--- src/rtl/mmcm_rst_pkg.sv ---
`default_nettype none
// +--------------------------------------------------------------------------+
// | mmcm_rst_pkg: state encodings and sizing helpers for the MMCM supervisor |
// | Revision: 1.0                                                            |
// +--------------------------------------------------------------------------+
package mmcm_rst_pkg;

  localparam int STATE_W = 3;

  typedef enum logic [STATE_W-1:0] {
    ST_RST_PULSE = 3'd0,
    ST_WAIT_LOCK = 3'd1,
    ST_STABLE    = 3'd2,
    ST_RUN       = 3'd3,
    ST_FAIL      = 3'd4
  } state_e;

  // Counter width able to hold n-1, never narrower than one bit.
  function automatic int cnt_w(input int n);
    return (n > 1) ? $clog2(n) : 1;
  endfunction

endpackage
`default_nettype wire

--- src/rtl/sync_2ff.sv ---
`default_nettype none
// +--------------------------------------------------------------------------+
// | sync_2ff: single-bit two-flop synchronizer, async active-low clear to 0  |
// | Revision: 1.0                                                            |
// +--------------------------------------------------------------------------+
module sync_2ff (
  input  logic clk,
  input  logic rst_n,
  input  logic d,
  output logic q
);

  logic meta_d, meta_q;
  logic sync_d, sync_q;

  always_comb begin
    meta_d = d;
    sync_d = meta_q;
  end

  always_ff @(posedge clk or negedge rst_n) begin
    if (!rst_n) begin
      meta_q <= 1'b0;
      sync_q <= 1'b0;
    end else begin
      meta_q <= meta_d;
      sync_q <= sync_d;
    end
  end

  assign q = sync_q;

endmodule
`default_nettype wire

--- src/rtl/mmcm_reset_ctrl.sv ---
`default_nettype none
// +--------------------------------------------------------------------------+
// | mmcm_reset_ctrl: MMCM reset pulse, lock qualification, retry/fail status |
// | Revision: 1.0                                                            |
// +--------------------------------------------------------------------------+
module mmcm_reset_ctrl
  import mmcm_rst_pkg::*;
#(
  parameter int RST_PULSE_CYC    = 16,
  parameter int LOCK_STABLE_CYC  = 256,
  parameter int LOCK_TIMEOUT_CYC = 65535,
  parameter int MAX_RETRIES      = 7
) (
  input  logic               clk,
  input  logic               reset_n,
  input  logic               soft_rst,
  input  logic               mmcm_locked,
  output logic               mmcm_rst,
  output logic               clk_ready,
  output logic               fail,
  output logic [3:0]         retry_cnt,
  output logic [7:0]         loss_cnt,
  output logic [STATE_W-1:0] state
);

  localparam int PULSE_W  = cnt_w(RST_PULSE_CYC);
  localparam int STABLE_W = cnt_w(LOCK_STABLE_CYC);
  localparam int TMO_W    = cnt_w(LOCK_TIMEOUT_CYC);

  localparam logic [PULSE_W-1:0]  PULSE_LAST  = PULSE_W'(RST_PULSE_CYC - 1);
  localparam logic [STABLE_W-1:0] STABLE_LAST = STABLE_W'(LOCK_STABLE_CYC - 1);
  localparam logic [TMO_W-1:0]    TMO_LAST    = TMO_W'(LOCK_TIMEOUT_CYC - 1);
  localparam logic [3:0]          RETRY_MAX   = 4'(MAX_RETRIES);

  logic lock_s;

  state_e              state_d, state_q;
  logic [PULSE_W-1:0]  pulse_cnt_d, pulse_cnt_q;
  logic [STABLE_W-1:0] stable_cnt_d, stable_cnt_q;
  logic [TMO_W-1:0]    tmo_cnt_d, tmo_cnt_q;
  logic [3:0]          retry_cnt_d, retry_cnt_q;
  logic [7:0]          loss_cnt_d, loss_cnt_q;
  logic                mmcm_rst_d, mmcm_rst_q;
  logic                clk_ready_d, clk_ready_q;
  logic                fail_d, fail_q;
  logic                tmo_fire;

  sync_2ff u_lock_sync (
    .clk   (clk),
    .rst_n (reset_n),
    .d     (mmcm_locked),
    .q     (lock_s)
  );

  always_comb begin
    state_d      = state_q;
    pulse_cnt_d  = pulse_cnt_q;
    stable_cnt_d = stable_cnt_q;
    tmo_cnt_d    = tmo_cnt_q;
    retry_cnt_d  = retry_cnt_q;
    loss_cnt_d   = loss_cnt_q;
    mmcm_rst_d   = mmcm_rst_q;
    clk_ready_d  = clk_ready_q;
    fail_d       = fail_q;
    tmo_fire     = 1'b0;

    if (soft_rst) begin
      state_d      = ST_RST_PULSE;
      pulse_cnt_d  = '0;
      stable_cnt_d = '0;
      tmo_cnt_d    = '0;
      retry_cnt_d  = '0;
      mmcm_rst_d   = 1'b1;
      clk_ready_d  = 1'b0;
      fail_d       = 1'b0;
    end else begin
      case (state_q)
        ST_RST_PULSE: begin
          mmcm_rst_d   = 1'b1;
          clk_ready_d  = 1'b0;
          stable_cnt_d = '0;
          tmo_cnt_d    = '0;
          if (pulse_cnt_q == PULSE_LAST) begin
            state_d     = ST_WAIT_LOCK;
            pulse_cnt_d = '0;
            mmcm_rst_d  = 1'b0;
          end else begin
            pulse_cnt_d = pulse_cnt_q + 1'b1;
          end
        end

        ST_WAIT_LOCK: begin
          tmo_cnt_d = tmo_cnt_q + 1'b1;
          if (tmo_cnt_q == TMO_LAST) begin
            tmo_fire = 1'b1;
          end else if (lock_s) begin
            // The first synchronized-high cycle already counts toward stability.
            state_d      = ST_STABLE;
            stable_cnt_d = STABLE_W'(1);
          end
        end

        ST_STABLE: begin
          tmo_cnt_d = tmo_cnt_q + 1'b1;
          if (lock_s && (stable_cnt_q == STABLE_LAST)) begin
            state_d      = ST_RUN;
            clk_ready_d  = 1'b1;
            stable_cnt_d = '0;
            tmo_cnt_d    = '0;
          end else if (tmo_cnt_q == TMO_LAST) begin
            tmo_fire = 1'b1;
          end else if (lock_s) begin
            stable_cnt_d = stable_cnt_q + 1'b1;
          end else begin
            state_d      = ST_WAIT_LOCK;
            stable_cnt_d = '0;
          end
        end

        ST_RUN: begin
          if (!lock_s) begin
            state_d     = ST_RST_PULSE;
            pulse_cnt_d = '0;
            mmcm_rst_d  = 1'b1;
            clk_ready_d = 1'b0;
            retry_cnt_d = '0;
            if (loss_cnt_q != 8'hFF) loss_cnt_d = loss_cnt_q + 1'b1;
          end
        end

        ST_FAIL: begin
          mmcm_rst_d  = 1'b1;
          clk_ready_d = 1'b0;
          fail_d      = 1'b1;
        end

        default: begin
          state_d     = ST_RST_PULSE;
          pulse_cnt_d = '0;
          mmcm_rst_d  = 1'b1;
          clk_ready_d = 1'b0;
        end
      endcase

      if (tmo_fire) begin
        tmo_cnt_d    = '0;
        stable_cnt_d = '0;
        pulse_cnt_d  = '0;
        mmcm_rst_d   = 1'b1;
        if (retry_cnt_q < RETRY_MAX) begin
          state_d     = ST_RST_PULSE;
          retry_cnt_d = retry_cnt_q + 1'b1;
        end else begin
          state_d = ST_FAIL;
          fail_d  = 1'b1;
        end
      end
    end
  end

  always_ff @(posedge clk or negedge reset_n) begin
    if (!reset_n) begin
      state_q      <= ST_RST_PULSE;
      pulse_cnt_q  <= '0;
      stable_cnt_q <= '0;
      tmo_cnt_q    <= '0;
      retry_cnt_q  <= '0;
      loss_cnt_q   <= '0;
      mmcm_rst_q   <= 1'b1;
      clk_ready_q  <= 1'b0;
      fail_q       <= 1'b0;
    end else begin
      state_q      <= state_d;
      pulse_cnt_q  <= pulse_cnt_d;
      stable_cnt_q <= stable_cnt_d;
      tmo_cnt_q    <= tmo_cnt_d;
      retry_cnt_q  <= retry_cnt_d;
      loss_cnt_q   <= loss_cnt_d;
      mmcm_rst_q   <= mmcm_rst_d;
      clk_ready_q  <= clk_ready_d;
      fail_q       <= fail_d;
    end
  end

  assign mmcm_rst  = mmcm_rst_q;
  assign clk_ready = clk_ready_q;
  assign fail      = fail_q;
  assign retry_cnt = retry_cnt_q;
  assign loss_cnt  = loss_cnt_q;
  assign state     = state_q;

endmodule
`default_nettype wire

--- config.mk ---
export PLATFORM = sky130hd
export DESIGN_NAME = mmcm_reset_ctrl
export DESIGN_NICKNAME = d
export VERILOG_FILES = /design/src/rtl/mmcm_rst_pkg.sv /design/src/rtl/sync_2ff.sv /design/src/rtl/mmcm_reset_ctrl.sv
export SDC_FILE = /design/constraint.sdc
export NUM_CORES = 1
export LEC_CHECK = 0
export BUFFER_PORTS_ARGS = -buffer_cell sky130_fd_sc_hd__buf_2
export CORE_ASPECT_RATIO = 0.7
export CORE_UTILIZATION = 45
export DETAILED_ROUTE_END_ITERATION = 10
export HOLD_SLACK_MARGIN = 0.15
export PLACE_DENSITY_LB_ADDON = 0.12
export RECOVER_POWER = 25
export SLEW_MARGIN = 30
export SYNTH_ARGS = -nofsm -noshare
export SYNTH_HDL_FRONTEND = slang
export SYNTH_SLANG_ARGS = --single-unit
--- constraint.sdc ---
create_clock -name clk -period 6 [get_ports clk]
set_input_delay 0.9 -clock clk [delete_from_list [all_inputs] [get_ports clk]]
set_output_delay 0.9 -clock clk [all_outputs]
set_load 0.01 [all_outputs]
# After elaboration in Yosys (flattened, before gate mapping)
# Cells that the tools add are included.
[totals]
regBits = 48
input_bits = 4
out_inout_bits = 18
elab_cells = 100
[op_classes]
n_addsub = 5
n_lt_le_gt_ge = 1
eq_ne = 20
mux = 50
n_bitwise = 2
n_reduce_logical = 11
[ops]
columns = ["cell", "count"]
rows = [
  ["$mux 8", 7],
  ["$mux 16", 3],
  ["$pmux 16 s3", 1],
  ["$mux 4", 9],
  ["$mux 3", 10],
  ["$pmux 8 s3", 1],
  ["$add 16x1->16 const B", 1],
  ["$add 8x1->8 const B", 2],
  ["$eq 16x16->1 const B", 1],
  ["$pmux 3 s5", 1],
  ["$mux 1", 14],
  ["$ne 4x4->1 const B", 3],
  ["$pmux 4 s3", 1],
  ["$ne 5x5->1 const B", 2],
  ["$ne 3x3->1 const B", 3],
  ["$add 4x1->4 const B", 2],
  ["$eq 8x8->1 const B", 1],
  ["$ne 8x8->1 const B", 1],
  ["$reduce_and 4->1", 2],
  ["$reduce_and 7->1", 1],
  ["$eq 3x2->1 const B", 2],
  ["$ne 3x1->1 const B", 2],
  ["$pmux 1 s3", 2],
  ["$reduce_bool 5->1", 1],
  ["14 further kinds", 16],
]

# Logic depth before layout (Yosys ltp)
[depth]
word_depth = 7
ltp_mapped = 8
depth_no_buf = 7

# By module
# A second synthesis with hierarchy kept.
[hier_totals]
hier_cells = 277
hier_area_um2 = 2671.3
[modules_own_cells]
columns = ["module", "n_inst", "cells_each", "area_each_um2", "seq_area_each_um2"]
rows = [
  ["mmcm_reset_ctrl", 1, 275, 2621.3, 1152.4],
  ["sync_2ff", 1, 2, 50.0, 50.0],
]

# Worst setup path before layout
# OpenSTA, ideal clock, no wires.
[synth_timing]
path_type = "input port to flip-flop"
startpoint = "input port soft_rst"
endpoint = "register loss_cnt_q[5], in the netlist loss_cnt[5]"
setup_time_ns = 0.079
arrival_time_ns = 2.217
required_ns = 5.921
slack_ns = 3.704
stages = 5
n_path_buf = 0
cell_sequence = "or2_2 > a211oi_1 > nand4_1 > nor2_1 > xor2_1"
[synth_between]
elab_chain_cells = 2
[synth_rtl]
columns = ["item", "line", "rtl"]
rows = [
  ["start, declared", "mmcm_reset_ctrl.sv:16", "input logic soft_rst,"],
  ["$not 1->1 (no line)", "-", ""],
  ["$reduce_and 4->1 (no line)", "-", ""],
  ["end signal, assigned", "mmcm_reset_ctrl.sv:178", "loss_cnt_q <= loss_cnt_d;"],
  ["end, declared", "mmcm_reset_ctrl.sv:42", "logic [7:0] loss_cnt_d, loss_cnt_q;"],
]
# No other way between the ends.
# A chain may end at the register's enable or synchronous reset.

==> impl_metrics.ini <==
[worst_setup_path]
cp.arrival_ps = 2680
r2r-start = tmo_cnt_q[0]$_DFFE_PN0P_
rr_worst_depth = 8
crit_path_max_fanout = 48
cpLargestDelayFamily = buffers and inverters
cp.required_ps = 5880
crit_cells = 1
reg2reg_slack_ps = 3620
cp-start-kind = primary input
crit_chain = clkbuf_1
slowest_delay_ps = 1760
cp-end-kind = asynchronous set/reset pin
reg2reg_to = tmo_cnt_q[15]$_DFFE_PN0P_
crit_slowest_cell = clkbuf_1
path_class = in2async
critPathBufInv = 1

[timing]
setup_violations = 0
clock_skew_ps = 4.85
setup_tns_ps = 0
drv_slew = 49
finalHoldViolCount = 0
fin_crit_ps = 2800
rsz0062_at_grt = false
slew_headroom_pct = -68.1
tightest_slew_ps = 2520
final.period_utilization_pct = 46.7
fmax_mhz = 357

[cts]
hold_buffers = 0
cts_buffers = 5
clk_latency_ps = 300
clock_sinks = 48
clk_pin_slew_ps = 80
cts_resized = 0
cts_tree = built
cts_buffer_depth = 2
post_cts_buffers = 0
cts_max_level = 2
root_buffer = clkbuf_8

[power_and_ir_drop]
powerDensity_nw_per_um2 = 224
power.leakage_nw = 1.32
irDropWorstVdd_mv = 0.0967

[floorplanning]
rows = 22
die_w_um = 92.7
die_area_um2 = 6070
core_um2 = 5400
start_util_pct = 48.1
ios = 22
die_height_um = 65.5

[hold_path]
holdCritPathClass = reg2reg
hold_path_depth = 0
min_from = u_lock_sync.meta_q$_DFF_PN0_
hold_path_end = u_lock_sync.q$_DFF_PN0_

[detailed_routing]
viasPerCell = 5.59
vias = 1991
drc = 0
dr.first_iter.drc_count = 129
drtAntennaViolNets = 0
wl_per_cell_um = 14.8
drt-total-wl_um = 5270
firstDrtPassIters = 4

[placement]
place_congestion = 0.819
dpl.hpwl_um = 3700
portBuffers = 21
detailed_place.area_um2 = 2760

[global_routing]
antenna_found_initial = 0
grt_max_degree = 49
grtUsageTotal_pct = 19.5
grt_pass1_vias = 1881
grt_pass1_wl_um = 9200
grt.overflow.total = 0

[run]
maxCapViolCount = 1

[logic_synthesis]
ys_types = 57
ys.flop_type = dfrtp_1
synth_seq_cells = 48
synth_warnings = 0
avgSynthCellArea_um2 = 9.93
synth_edf_count = 0
synth_area_um2 = 2590
synthesis.nets = 271
synth.area.top_cells = dfrtp_1 (45%), nor2_1 (4.6%), xnor2_1 (3.4%)
async_reset_ff_share_pct = 100
netlist_instances = 261
synth_top_cell_area_share_pct = 45.4
synth_top_area_cell = dfrtp_1
yosysSeqAreaShare_pct = 46.4

[finish]
fin_nets = 293
drive_gt1_share_pct = 16.9
layout_common_cells = dfrtp_1 (47), nor2_1 (32), buf_2 (20)
diodes = 0
mostFrequentLayoutCell = dfrtp_1
design_area_um2 = 2860
area_delta_synth_final_pct = 10.3

[run_status]
violations = capacitance limit, slew limit
outcome = complete, but fails checks
Yosys cell counts (all sizes together) (2+ instances only):
master,number
nand3,12
dfrtp,47
nand4,8
a31oi,3
and2,2
ha,6
nor2b,5
a221o,2
and3,8
nor4,3
nor3,12
nand2,20
a21oi,12
nor2,32
buf,5
and4,2
a21o,5
o2111ai,2
a211oi,4
a221oi,2
inv,5
nand2b,6
xnor2,10
or2,3
a211o,3
a2111oi,2
clkbuf,2
a22o,6
xor2,6
nand3b,2
o21ai,7
mux2,4
registers in the layout (all words and copies together), names as in the netlist:
register and flops:
retry_cnt 4, stable_cnt_q 8, loss_cnt 8, fail 1
pulse_cnt_q 4, clk_ready 1, u_lock_sync.meta_q 1, mmcm_rst 1
tmo_cnt_q 16, state 3, u_lock_sync.q 1
per-layer routing:
| layer | routed length (µm) | share of wire [%] | up-vias | GRT usage, % |
|---|---|---|---|---|
| li1 | - | - | 998 | - |
| met1 | 2830 | 54 | 963 | 29.6 |
| met2 | 2230 | 42 | 25 | 27.8 |
| met3 | 156 | 3.0 | 5 | 4.17 |
| met4 | 44 | 0.84 | 0 | 5.19 |
| met5 | 0 | 0 | - | 0 |
kinds of logic (layout without fill, tap and decap cells):
logic type               after synthesis  count (layout)  share of synthesized area (%)
adder cells (fa/ha/maj)                7               7                           3.28
flip-flops                            48              48                           46.4
buffers and inverters                 12              35                           2.32
XOR/XNOR                              16              16                           5.41
AND/OR/NAND/NOR                      119             119                           24.2
AO/OA/AOI/OAI                         54              54                           16.1
multiplexers                           5               5                           2.27
worst max path at each step:
stage / startpoint / endpoint / slack, ps
floorplan: soft_rst / loss_cnt[5]$_DFFE_PN0P_ / 3700
global placement: soft_rst / loss_cnt[5]$_DFFE_PN0P_ / 3290
detailed placement: soft_rst / loss_cnt[7]$_DFFE_PN0P_ / 3230
CTS: soft_rst / loss_cnt[5]$_DFFE_PN0P_ / 3540
global route: reset_n / tmo_cnt_q[13]$_DFFE_PN0P_ / 2630
finish: reset_n / tmo_cnt_q[3]$_DFFE_PN0P_ / 3200
power breakdown:
group	internal, mW	total, mW	switching, mW
Clock	0.124	0.230	0.106
Sequential	0.334	0.349	0.0148
Combinational	0.0254	0.0626	0.0372
area by class of cell:
cell class | instances | area (µm²)
inverters | 5 | 18.8
well taps | 72 | 90.1
fillers | 512 | 2530
multi-input cells | 201 | 1330
repair buffers | 22 | 111
flip-flops and latches | 48 | 1200
clock buffers | 6 | 72.6
clock inverters | 2 | 35.0
through the flow:
step                std cells  setup slack, ps  utilization, %  power [mW]  hold WS, ps
global placement          348             3290            51.0       0.417          362
detailed placement        348             3230            51.1       0.418          363
global route              356             2630            53.0       0.675          386
CTS                       356             3540            53.1       0.649          384
floorplan                 261             3700               -       0.394          331
finish                    356             3200            53.0       0.641          386
Note: power is estimated with default switching activity, not from simulation.
